### config.mk
export PLATFORM = sky130hd
export DESIGN_NAME = mem_access_stage_flat
export DESIGN_NICKNAME = d
export VERILOG_FILES = /design/src/rtl/mem_access_stage_if.sv /design/src/rtl/mem_access_stage.sv /design/src/flat_wrapper.sv
export SDC_FILE = /design/constraint.sdc
export NUM_CORES = 1
export LEC_CHECK = 0
export ABC_AREA = 0
export CAP_MARGIN = 15
export CORE_ASPECT_RATIO = 2
export CORE_MARGIN = 10
export CORE_UTILIZATION = 40
export DETAILED_ROUTE_END_ITERATION = 10
export MAX_ROUTING_LAYER = met4
export PLACE_DENSITY_LB_ADDON = 0.15
export SLEW_MARGIN = 10
export SYNTH_ARGS = -nofsm -noshare
export SYNTH_HDL_FRONTEND = slang
export SYNTH_SLANG_ARGS = --single-unit
### constraint.sdc
create_clock -name clk -period 1.93 [get_ports clk]
set_input_delay 0.193 -clock clk [delete_from_list [all_inputs] [get_ports clk]]
set_output_delay 0.193 -clock clk [all_outputs]
set_load 0.03 [all_outputs]
### src/rtl/mem_access_stage_if.sv
// Data-memory bus between the memory-access stage (master) and the data
// memory (slave). A request is held stable until ack is sampled high; read
// data is valid in the same cycle as ack.
//
//   dmem_req    master -> slave  request pending
//   dmem_we     master -> slave  1 = write, 0 = read
//   dmem_addr   master -> slave  word address (bits [1:0] always 0)
//   dmem_wdata  master -> slave  lane-replicated store data
//   dmem_be     master -> slave  byte enables
//   dmem_ack    slave -> master  access complete
//   dmem_rdata  slave -> master  read word, valid with ack
interface mem_access_stage_if;
  logic        dmem_req;
  logic        dmem_we;
  logic [31:0] dmem_addr;
  logic [31:0] dmem_wdata;
  logic [3:0]  dmem_be;
  logic        dmem_ack;
  logic [31:0] dmem_rdata;

  modport master (
    output dmem_req, dmem_we, dmem_addr, dmem_wdata, dmem_be,
    input  dmem_ack, dmem_rdata
  );

  modport slave (
    input  dmem_req, dmem_we, dmem_addr, dmem_wdata, dmem_be,
    output dmem_ack, dmem_rdata
  );
endinterface

### src/rtl/mem_access_stage.sv
// Memory-access pipeline stage between EX/MEM and MEM_WB.
// Runs loads and stores against the data memory over a req/ack bus and
// stalls the upstream pipeline until each access completes. Stores are
// lane-aligned with byte enables; loads are lane-selected and sign- or
// zero-extended. Non-memory instructions pass straight through.
//
// Ports:
//   clk, rst           clock, asynchronous active-low reset
//   in_valid           EX/MEM holds a real instruction
//   control_word_in    control word (load/store/size/unsigned bits)
//   PC_in, immediate_in, FU_result_in (byte address), store_data_in
//   stall_out          freeze EX/MEM and earlier stages
//   bus                data-memory bus (master side)
//   control_word_out   to MEM_WB, 0 = bubble
//   PC_out, immediate_out, FU_result_out, Mem_Data_out  to MEM_WB
//   misalign_err, bus_err  registered single-cycle error pulses
module mem_access_stage #(
  parameter int RD_BIT   = 3,
  parameter int WR_BIT   = 4,
  parameter int SIZE_LSB = 5,
  parameter int UNS_BIT  = 7,
  parameter int TIMEOUT  = 255
) (
  input  logic        clk,
  input  logic        rst,
  input  logic        in_valid,
  input  logic [34:0] control_word_in,
  input  logic [31:0] PC_in,
  input  logic [31:0] immediate_in,
  input  logic [31:0] FU_result_in,
  input  logic [31:0] store_data_in,
  output logic        stall_out,
  mem_access_stage_if.master bus,
  output logic [34:0] control_word_out,
  output logic [31:0] PC_out,
  output logic [31:0] immediate_out,
  output logic [31:0] FU_result_out,
  output logic [31:0] Mem_Data_out,
  output logic        misalign_err,
  output logic        bus_err
);

  typedef enum logic [1:0] {IDLE, ACCESS, DONE} state_t;

  localparam logic [7:0] TIMEOUT_CNT = 8'(TIMEOUT);

  state_t state_q, state_d;

  // Holding registers for the instruction in flight.
  logic [34:0] cw_q;
  logic [31:0] pc_q, imm_q, fu_q, rdata_q;
  logic [7:0]  cnt_q, cnt_inc;

  // Input decode.
  logic        is_st, is_ld, mem_op, misaligned, issue, timeout_hit;
  logic [1:0]  size_in;
  logic [31:0] wdata_fmt;
  logic [3:0]  be_fmt;

  // Lane-select and extend a read word using the held byte offset and size.
  function automatic logic [31:0] load_fmt(input logic [31:0] w,
                                           input logic [1:0]  ofs,
                                           input logic [1:0]  sz,
                                           input logic        uns);
    logic [7:0]  b;
    logic [15:0] h;
    b = w[{ofs, 3'b000} +: 8];
    h = ofs[1] ? w[31:16] : w[15:0];
    case (sz)
      2'b00:   return uns ? {24'b0, b} : {{24{b[7]}}, b};
      2'b01:   return uns ? {16'b0, h} : {{16{h[15]}}, h};
      default: return w;
    endcase
  endfunction

  assign size_in = control_word_in[SIZE_LSB +: 2];
  assign is_st   = control_word_in[WR_BIT];
  assign is_ld   = control_word_in[RD_BIT];
  assign mem_op  = in_valid && (is_st || is_ld);
  // Size 11 is treated as a word, so any size with bit 1 set needs word alignment.
  assign misaligned = ((size_in == 2'b01) && FU_result_in[0]) ||
                      (size_in[1] && (FU_result_in[1:0] != 2'b00));
  assign issue   = (state_q == IDLE) && mem_op && !misaligned;
  assign cnt_inc = cnt_q + 8'd1;
  // Ack in the firing cycle takes priority over the timeout.
  assign timeout_hit = (state_q == ACCESS) && !bus.dmem_ack &&
                       (cnt_inc == TIMEOUT_CNT);

  // Store lane formatting; loads read the full word.
  always_comb begin
    // NOTE: every variable written here gets a default first, so no path
    // leaves it unassigned and no latch is inferred.
    wdata_fmt = '0;
    be_fmt    = 4'hF;
    if (is_st) begin
      case (size_in)
        2'b00: begin
          wdata_fmt = {4{store_data_in[7:0]}};
          be_fmt    = 4'b0001 << FU_result_in[1:0];
        end
        2'b01: begin
          wdata_fmt = {2{store_data_in[15:0]}};
          be_fmt    = 4'b0011 << {FU_result_in[1], 1'b0};
        end
        default: wdata_fmt = store_data_in;
      endcase
    end
  end

  // State register.
  always_ff @(posedge clk or negedge rst) begin
    // NOTE: sequential state uses non-blocking assignments so every register
    // samples pre-edge values regardless of process ordering.
    if (!rst) state_q <= IDLE;
    else      state_q <= state_d;
  end

  // Next-state logic.
  always_comb begin
    state_d = state_q;
    case (state_q)
      IDLE:    if (issue) state_d = ACCESS;
      ACCESS:  if (bus.dmem_ack || timeout_hit) state_d = DONE;
      DONE:    state_d = IDLE;
      default: state_d = IDLE;
    endcase
  end

  // Output logic toward the pipeline.
  always_comb begin
    stall_out        = 1'b0;
    control_word_out = '0;
    PC_out           = PC_in;
    immediate_out    = immediate_in;
    FU_result_out    = FU_result_in;
    Mem_Data_out     = '0;
    case (state_q)
      IDLE: begin
        stall_out = issue;
        // Memory ops (aligned or not) leave as a bubble from IDLE.
        if (in_valid && !mem_op) control_word_out = control_word_in;
      end
      ACCESS: begin
        stall_out     = 1'b1;
        PC_out        = pc_q;
        immediate_out = imm_q;
        FU_result_out = fu_q;
      end
      DONE: begin
        control_word_out = cw_q;
        PC_out           = pc_q;
        immediate_out    = imm_q;
        FU_result_out    = fu_q;
        Mem_Data_out     = rdata_q;
      end
      default: ;
    endcase
    // No instruction may reach MEM_WB while reset is held.
    if (!rst) control_word_out = '0;
  end

  // Holding registers, bus registers, timeout counter and error pulses.
  always_ff @(posedge clk or negedge rst) begin
    if (!rst) begin
      cw_q           <= '0;
      pc_q           <= '0;
      imm_q          <= '0;
      fu_q           <= '0;
      rdata_q        <= '0;
      cnt_q          <= '0;
      bus.dmem_req   <= 1'b0;
      bus.dmem_we    <= 1'b0;
      bus.dmem_addr  <= '0;
      bus.dmem_wdata <= '0;
      bus.dmem_be    <= '0;
      misalign_err   <= 1'b0;
      bus_err        <= 1'b0;
    end else begin
      misalign_err <= (state_q == IDLE) && mem_op && misaligned;
      bus_err      <= timeout_hit;
      case (state_q)
        IDLE: begin
          if (issue) begin
            cw_q           <= control_word_in;
            pc_q           <= PC_in;
            imm_q          <= immediate_in;
            fu_q           <= FU_result_in;
            cnt_q          <= '0;
            bus.dmem_req   <= 1'b1;
            bus.dmem_we    <= is_st;
            bus.dmem_addr  <= {FU_result_in[31:2], 2'b00};
            bus.dmem_wdata <= wdata_fmt;
            bus.dmem_be    <= be_fmt;
          end
        end
        ACCESS: begin
          cnt_q <= cnt_inc;
          if (bus.dmem_ack) begin
            bus.dmem_req <= 1'b0;
            rdata_q      <= cw_q[WR_BIT] ? '0 :
                            load_fmt(bus.dmem_rdata, fu_q[1:0],
                                     cw_q[SIZE_LSB +: 2], cw_q[UNS_BIT]);
          end else if (timeout_hit) begin
            // Abandoned access leaves MEM_WB as a bubble.
            bus.dmem_req <= 1'b0;
            rdata_q      <= '0;
            cw_q         <= '0;
          end
        end
        default: ;
      endcase
    end
  end

endmodule

### src/flat_wrapper.sv
// flat-port wrapper written by rule: the top's interface ports become plain ports
module mem_access_stage_flat 
#(
  parameter int RD_BIT   = 3,
  parameter int WR_BIT   = 4,
  parameter int SIZE_LSB = 5,
  parameter int UNS_BIT  = 7,
  parameter int TIMEOUT  = 255
)
  (clk, rst, in_valid, control_word_in, PC_in, immediate_in, FU_result_in, store_data_in, stall_out, control_word_out, PC_out, immediate_out, FU_result_out, Mem_Data_out, misalign_err, bus_err, bus_dmem_req, bus_dmem_we, bus_dmem_addr, bus_dmem_wdata, bus_dmem_be, bus_dmem_ack, bus_dmem_rdata);
  mem_access_stage_if bus_i ();
  input  logic clk;
  input  logic rst;
  input  logic in_valid;
  input  logic [34:0] control_word_in;
  input  logic [31:0] PC_in;
  input  logic [31:0] immediate_in;
  input  logic [31:0] FU_result_in;
  input  logic [31:0] store_data_in;
  output logic stall_out;
  output logic [34:0] control_word_out;
  output logic [31:0] PC_out;
  output logic [31:0] immediate_out;
  output logic [31:0] FU_result_out;
  output logic [31:0] Mem_Data_out;
  output logic misalign_err;
  output logic bus_err;
  output wire logic [$bits(bus_i.dmem_req)-1:0] bus_dmem_req;
  output wire logic [$bits(bus_i.dmem_we)-1:0] bus_dmem_we;
  output wire logic [$bits(bus_i.dmem_addr)-1:0] bus_dmem_addr;
  output wire logic [$bits(bus_i.dmem_wdata)-1:0] bus_dmem_wdata;
  output wire logic [$bits(bus_i.dmem_be)-1:0] bus_dmem_be;
  input wire logic [$bits(bus_i.dmem_ack)-1:0] bus_dmem_ack;
  input wire logic [$bits(bus_i.dmem_rdata)-1:0] bus_dmem_rdata;
  assign bus_dmem_req = bus_i.dmem_req;
  assign bus_dmem_we = bus_i.dmem_we;
  assign bus_dmem_addr = bus_i.dmem_addr;
  assign bus_dmem_wdata = bus_i.dmem_wdata;
  assign bus_dmem_be = bus_i.dmem_be;
  assign bus_i.dmem_ack = bus_dmem_ack;
  assign bus_i.dmem_rdata = bus_dmem_rdata;
  mem_access_stage #(.RD_BIT(RD_BIT), .WR_BIT(WR_BIT), .SIZE_LSB(SIZE_LSB), .UNS_BIT(UNS_BIT), .TIMEOUT(TIMEOUT)) u_core (.clk(clk), .rst(rst), .in_valid(in_valid), .control_word_in(control_word_in), .PC_in(PC_in), .immediate_in(immediate_in), .FU_result_in(FU_result_in), .store_data_in(store_data_in), .stall_out(stall_out), .bus(bus_i), .control_word_out(control_word_out), .PC_out(PC_out), .immediate_out(immediate_out), .FU_result_out(FU_result_out), .Mem_Data_out(Mem_Data_out), .misalign_err(misalign_err), .bus_err(bus_err));
endmodule
==> results.md, run 1 <==
- The flow ran to the end, but the final reports show violations.
- The checks that failed: setup timing.
- Counting every sink on the clock net gives 213.
- The peak supply drop is about 1400 µV.
- At the worst endpoint, the arrival time is around 2100 ps.
- The longest individual stage delay on the worst path is approximately 360 ps.
- At the pin with the least slew margin, the transition time is 769 ps.
- The number of CTS-inserted buffers is 21.
- The placed instances occupy a cell area of approximately 16000 µm².
- For this block, the via count after detailed routing is roughly 11000.
- The effective utilization at floorplan is 40.3%.
- Leaving out fill and tap cells, the most frequent cells in the layout are 447 x sky130_fd_sc_hd__nand2_1, 267 x sky130_fd_sc_hd__clkdlybuf4s50_1, 213 x sky130_fd_sc_hd__dfrtp_1, 155 x sky130_fd_sc_hd__buf_6, 69 x sky130_fd_sc_hd__mux2_4.
- The max-capacitance violation count is 0.
- The detailed router's first-iteration violation count is ~640.
- The total number of H-tree levels is 1.
- TritonCTS built the clock tree.
- The share of post-route cells with drive strength above 1 is 31.4%.
- The clock transition at the registers of the reported paths is roughly 60 ps.
- The final hold slack is 239 ps.
- The final setup violation count is 192.
- From bottom edge to top edge, the die measures 258 µm.
- The setup clock skew after layout is between 9 and 10 ps.
- Synthesis produced about 1200 cells.
- Using the TritonRoute via totals, the vias-per-cell ratio works out to 5.25.
- Counting flops and latches in the post-synthesis netlist gives 213.
- For this run, the number of Yosys warnings is 0.
- The number of antenna-violating nets in the routed design is 0.
- Summed over all nets, the half-perimeter wirelength after detailed placement is 30100 µm.
- The worst register-to-register path begins at u_core.cnt_q[0]$_DFFE_PN0P_.
- The commonest non-fill, non-tap cell in the layout is sky130_fd_sc_hd__nand2_1.
- Setup repair after global routing could not meet its margin everywhere.
- roughly 440 I/O pins were placed.
- The proportion of register bits with asynchronous set or reset after synthesis is 100%.
- Dividing the synthesized area by the synthesized cell count gives ~9 µm².
- Counting I/O delays and the setup requirement, the final critical path takes 2290 ps.
- The worst register-to-register path ends at u_core.cw_q[25]$_DFFE_PN0P_.
- The max-slew headroom at the worst pin is 48.6%.
- The analysis attributes to cell leakage a power of 0.00872 µW.
- The critical path starts at u_core.state_q[0]$_DFFE_PN0P_.
- The final layout contains 1895 nets.
- The placeable core area is approximately 28000 µm².
- The pin count of the biggest net entering global routing is 122.
- Compared with the post-synthesis result, the final layout area differs by 64.0%.
- From left edge to right edge, the die measures ~140 µm.
- The final period utilization is 119%.
- The critical path is of the reg -> out type.
- In this run, synthesis inferred 0 flip-flops with an integrated enable.
- The worst setup path is launched from a flip-flop.
- Counting tap cells, the placed design contains a total of 1972 instances.
- The max-slew violation total from the final report is 0.
- Based on the critical path, the design can be clocked at up to 436 MHz.
- The number of core rows is 87.
- For this run the aggregate overflow at the end of global routing stands at 0.
- The worst hold path startpoint is immediate_in[27].
- The remaining routing DRC violations is 0.
- The number of antenna violations at the first check in global routing was 1.
- The post-synthesis sequential area ratio is 47.2%.
- The final layout contains routed wiring with a total length of 43900 µm.
- The later pin in the worst-skew pair is clocked with a latency of 520 ps.
- The mapped netlist covers 11300 µm².
- Setup slack on the critical path of the routed design comes to -361 ps.
- The number of global-route vias before repair is 11300.
- The cell at the root of the clock tree is sky130_fd_sc_hd__clkbuf_16.
- The setup slack of the worst register-to-register path is -100 ps.
- The critical path data required time is 1740 ps.
- The finished layout holds 2062 standard cells, fillers aside.
- The worst-case reg-to-reg path depth is 9.
- The cell count of the worst hold path is 3.
- The endpoint kind of the worst setup timing path is an output port.
- Of all nets on the critical path, the largest fanout is 6.
- The congestion estimate from routability-driven global placement came to 0.900.
- The commonest register cell after synthesis is sky130_fd_sc_hd__dfrtp_1.
- No sink is reached through more buffers than the 3 on the longest clock path.
- After detailed routing, the average wire length per cell comes to approximately 21 µm.
- The count of unique library cells instantiated by Yosys is 53.
- The post-route standard cell area excluding fillers is 18500 µm².
- The path class of the lowest-slack min-delay path is in -> reg.
- For hold timing, the worst endpoint is u_core.imm_q[27]$_DFFE_PN0P_.
- Traced cell by cell, the critical path runs through inv_2 > ha_4 > buf_12 > buf_8 > buf_16 > mux2_4 > buf_6.
- The count of final hold-check violations was 0.
- The first-pass detailed-route iteration total is 5.
- The full die area is around 36000 µm².
- The cell type of the slowest stage on the worst timing path is sky130_fd_sc_hd__dfrtp_1.
- During placement, the flow inserted port buffers numbering 432.
- The first global-routing pass estimated 65700 µm of wire.
- The total track usage is 23.2%.
- The areal power density over the cells is 1740 nW/µm².
==> area by class of cell <==
type	instances	area (µm²)
fill	2168	9470
timing repair buffer	547	6030
multi-input combinational	899	5950
sequential	213	5330
clock buffer	24	547
tap	356	445
clock inverter	13	158
inverter	9	36.3
antenna	1	2.50
==> synth_stat cells (17+ instances only) <==
master,n,area [µm²]
sky130_fd_sc_hd__clkbuf_1,44,165
sky130_fd_sc_hd__a21oi_1,19,95.1
sky130_fd_sc_hd__o21ai_0,31,155
sky130_fd_sc_hd__nand2_1,448,1680
sky130_fd_sc_hd__buf_4,34,255
sky130_fd_sc_hd__nand2b_1,23,144
sky130_fd_sc_hd__buf_2,26,130
sky130_fd_sc_hd__nand3_1,37,185
sky130_fd_sc_hd__nor2_1,17,63.8
sky130_fd_sc_hd__o21ai_2,19,166
sky130_fd_sc_hd__a22o_1,51,447
sky130_fd_sc_hd__dfrtp_1,213,5330
sky130_fd_sc_hd__and2_1,34,213
sky130_fd_sc_hd__mux2_2,113,1270
==> worst max-delay path by stage <==
stage	endpoint	slack, ps	cells after the start
final	immediate_out[16]	-360	7
after global routing	PC_out[1]	-440	7
after CTS	immediate_out[7]	-470	8
after detailed placement	FU_result_out[18]	-250	5
after global placement	immediate_out[10]	-190	5
after floorplan	FU_result_out[0]	40	6
==> flip-flops by register name, indices dropped and copies added, names as in the netlist <==
name and flops:
u_core.misalign_err 1, u_core.bus.dmem_wdata 32, u_core.bus.dmem_be 4, u_core.bus_err 1, u_core.cnt_q 8, u_core.state_q 2, u_core.cw_q 35, u_core.bus.dmem_req 1
u_core.pc_q 32, u_core.imm_q 32, u_core.rdata_q 32, u_core.fu_q 31, u_core.bus.dmem_addr 1, u_core.bus.dmem_we 1
==> metrics by stage <==
stage	power [µW]	utilization [%]	setup TNS, ps	setup WS (ps)
global route	33900	66.1	-59580	-441
finish	32200	66.1	-42850	-361
CTS	31400	63.8	-53380	-470
detailed placement	24100	57.3	-18000	-248
floorplan	17600	-	0	35.9
global placement	23800	57.3	-16070	-188
==> power by group <==
group          internal, µW  total (µW)  switching [µW]
clock network          2460        4280            1820
registers              6480        7970            1490
logic                  9660       20000           10300
==> worst max-delay path: cells and delay by family, from the launching register on <==
kind | cells | cell delay (ps)
mux | 1 | 310
flops | 1 | 360
buf+inv | 5 | 600
fa+ha+maj | 1 | 300
==> timing repair <==
| action | 4_1_cts | 5_1_grt |
|---|---|---|
| gates cloned | 13 | 10 |
| hold buffers | 2 | 0 |
| pin swaps | 31 | 46 |
| gates resized for setup | 630 | 222 |
| endpoints found under the setup margin | 206 | 255 |
| endpoints found under the hold margin | 49 | 0 |
| setup buffers | 24 | 14 |
==> routing by layer <==
| layer | GRT usage (%) | part of all wire, % | vias to the layer above |
|---|---|---|---|
| li1 | - | - | 5019 |
| met1 | 28.9 | 41 | 5224 |
| met2 | 37.0 | 50 | 491 |
| met3 | 4.56 | 6.2 | 86 |
| met4 | 7.97 | 3.0 | 0 |
| met5 | - | 0 | - |
==> cell families (layout without fill, tap and decap cells) <==
group / after synthesis / after routing / synth area share [%]
other: 1 / 3 / 0.0332
flip-flops: 213 / 213 / 47.2
XOR/XNOR: 1 / 1 / 0.0776
buffers and inverters: 125 / 593 / 5.91
AND/OR/NAND/NOR: 588 / 590 / 22.2
AO/OA/AOI/OAI: 172 / 172 / 11.2
multiplexers: 129 / 129 / 12.8
adder cells (fa/ha/maj): 5 / 5 / 0.554
Note: power is estimated with default switching activity, not from simulation.
==> inputs of run 2 (changes only) <==
--- a/config.mk
+++ b/config.mk
@@ -10,6 +10,7 @@
 export CORE_ASPECT_RATIO = 2
 export CORE_MARGIN = 10
 export CORE_UTILIZATION = 40
+export CTS_CLUSTER_SIZE = 25
 export DETAILED_ROUTE_END_ITERATION = 10
 export MAX_ROUTING_LAYER = met4
 export PLACE_DENSITY_LB_ADDON = 0.15
==> results of run 2 <==
Same layout as run 1: the final DEF is identical, and so are final timing and power.
==> RTL edit (flow settings as in run 2) <==
`SIZE_LSB` is set to 5 in 2 places; all go to 4.
--- a/src/rtl/mem_access_stage.sv
+++ b/src/rtl/mem_access_stage.sv
@@ -17,7 +17,7 @@
 module mem_access_stage #(
   parameter int RD_BIT   = 3,
   parameter int WR_BIT   = 4,
-  parameter int SIZE_LSB = 5,
+  parameter int SIZE_LSB = 4,
   parameter int UNS_BIT  = 7,
   parameter int TIMEOUT  = 255
 ) (
--- a/src/flat_wrapper.sv
+++ b/src/flat_wrapper.sv
@@ -3,7 +3,7 @@
 #(
   parameter int RD_BIT   = 3,
   parameter int WR_BIT   = 4,
-  parameter int SIZE_LSB = 5,
+  parameter int SIZE_LSB = 4,
   parameter int UNS_BIT  = 7,
   parameter int TIMEOUT  = 255
 )
Formal check against the unedited RTL: not equivalent (Yosys sat finds a counterexample within 4 cycles, from zero or initial values and one cycle with rst low).
==> RTL edit against run 2 <==
  * The run still ends with negative setup slack left
  * Sequential share of layout area up 0.91 points
  * Sequential cell count is the same
  * Setup slack worse by 0.090 ns
  * Final cell count down 3.2%
  * Cell area shrank 3.0%
  * Area after synthesis decreased by 1.4%
  * Total power shrank 11%
  * Routed wire length is 1.8% higher
  * Critical path type unchanged
  * Largest cell class unchanged
  * Largest power group unchanged
==> RTL edit: results (changes against run 2) <==
\begin{tabular}{lr}
\hline
Metric & Value \\
\hline
\multicolumn{2}{l}{\textbf{STA}} \\
Setup WS post-layout & -0.452 ns (-0.0901 ns) \\
Count of final setup violators & 189 (-1.6\%) \\
Transition time at the pin with the least slew margin & 0.831 ns (+0.0628 ns) \\
\multicolumn{2}{l}{\textbf{Layout}} \\
Count of plain and timing-repair buffers in the layout & 526 (-3.8\%) \\
Clock distribution area overhead in the final layout & 4.04\% (+0.23 points) \\
Non-filler instance count after layout & 1995 (-3.2\%) \\
Total inserted antenna cells & 6 (+5) \\
Area of the multi-input gates & 0.00556 mm2 (-6.6\%) \\
\multicolumn{2}{l}{\textbf{Global route}} \\
Number of antenna violations at the first check in global routing & 6 (+5) \\
Met1 GRT Util & 24.7\% (-4.2 points) \\
GR Util met2 & 40.2\% (+3.1 points) \\
\multicolumn{2}{l}{\textbf{Pwr}} \\
Maximum VDD drop & 1230 uV (-14\%) \\
Internal power component & 16.5 mW (-12\%) \\
\multicolumn{2}{l}{\textbf{Yosys}} \\
Mux contribution to synthesized area & 13.0\% (+0.17 points) \\
Xor-xnor portion of the synthesized cell area & 0.157\% (+0.080 points) \\
Fraction of the mapped netlist area in compound gates & 11.4\% (+0.18 points) \\
Average size of a mapped cell & 9.34 um2 (+2.1\%) \\
Top cells by area in the synthesized netlist & dfrtp\_1, nand2\_1, mux2\_2, a22o\_1, o2bb2ai\_1 \\
\multicolumn{2}{l}{\textbf{Outcome}} \\
Run status & finished, violations left \\
Failing checks & negative setup slack \\
\multicolumn{2}{l}{\textbf{Critical path}} \\
CP Data Arrival Time & 2.19 ns (+0.09 ns) \\
\multicolumn{2}{l}{\textbf{Place}} \\
Placed Instance Area & 0.0158 mm2 (-1.6\%) \\
Post-DP HPWL & 31.0 mm (+2.9\%) \\
\multicolumn{2}{l}{\textbf{Clock tree}} \\
Clock buffers created by TritonCTS & 22 (+4.8\%) \\
Post-cts resize count & 201 (-68\%) \\
\hline
\end{tabular}
## RTL edit: cell types whose count changed after synthesis, sizes merged, moves of 9 or more
cell	change
clkbuf	+11
a22o	-16
a21oi	-15
inv	+29
o21ai	-28
nand2	-41
nand2b	-23
nor2	-9
a221oi	+24
o2bb2ai	+26
## RTL edit: power by group through the flow
stage	Combinational, mW	Sequential [mW]	Clock [mW]
finish	16.4	8.10	4.33
global route	17.4	8.32	4.62
CTS	14.6	7.96	4.44
detailed placement	14.7	7.99	0
global placement	14.5	7.96	0
floorplan	8.80	8.16	0
## RTL edit: through the flow
step | setup slack, ns | setup TNS [ns] | util (%) | total power, mW | hold slack, ns
after floorplan | 0.0121 | 0 | - | 17.0 | -0.103
after detailed placement | -0.199 | -16.81 | 57.3 | 22.7 | 0.00361
after global placement | -0.185 | -14.82 | 57.3 | 22.5 | 0.00390
after global routing | -0.523 | -61.36 | 65.1 | 30.3 | 0.202
after CTS | -0.493 | -62.91 | 60.3 | 27.0 | 0.0147
final | -0.452 | -51.63 | 65.1 | 28.8 | 0.181
## RTL edit: path summary, 6_finish.rpt
kind | from | end | slack (ns) | depth (start not counted)
max | u_core.state_q[0]$_DFFE_PN0P_ | FU_result_out[7] | -0.45 | 6
min | rst | u_core.rdata_q[24]$_DFFE_PN0P_ | 0.18 | 2
max reg2reg | u_core.cnt_q[0]$_DFFE_PN0P_ | u_core.cw_q[23]$_DFFE_PN0P_ | -0.09 | 7
min reg2reg | u_core.bus.dmem_wdata[19]$_DFFE_PN0P_ | u_core.bus.dmem_wdata[19]$_DFFE_PN0P_ | 0.46 | 2
max in group asynchronous | rst | u_core.bus.dmem_wdata[27]$_DFFE_PN0P_ | 0.72 | 3
min in group clk | PC_in[20] | u_core.pc_q[20]$_DFFE_PN0P_ | 0.21 | 3
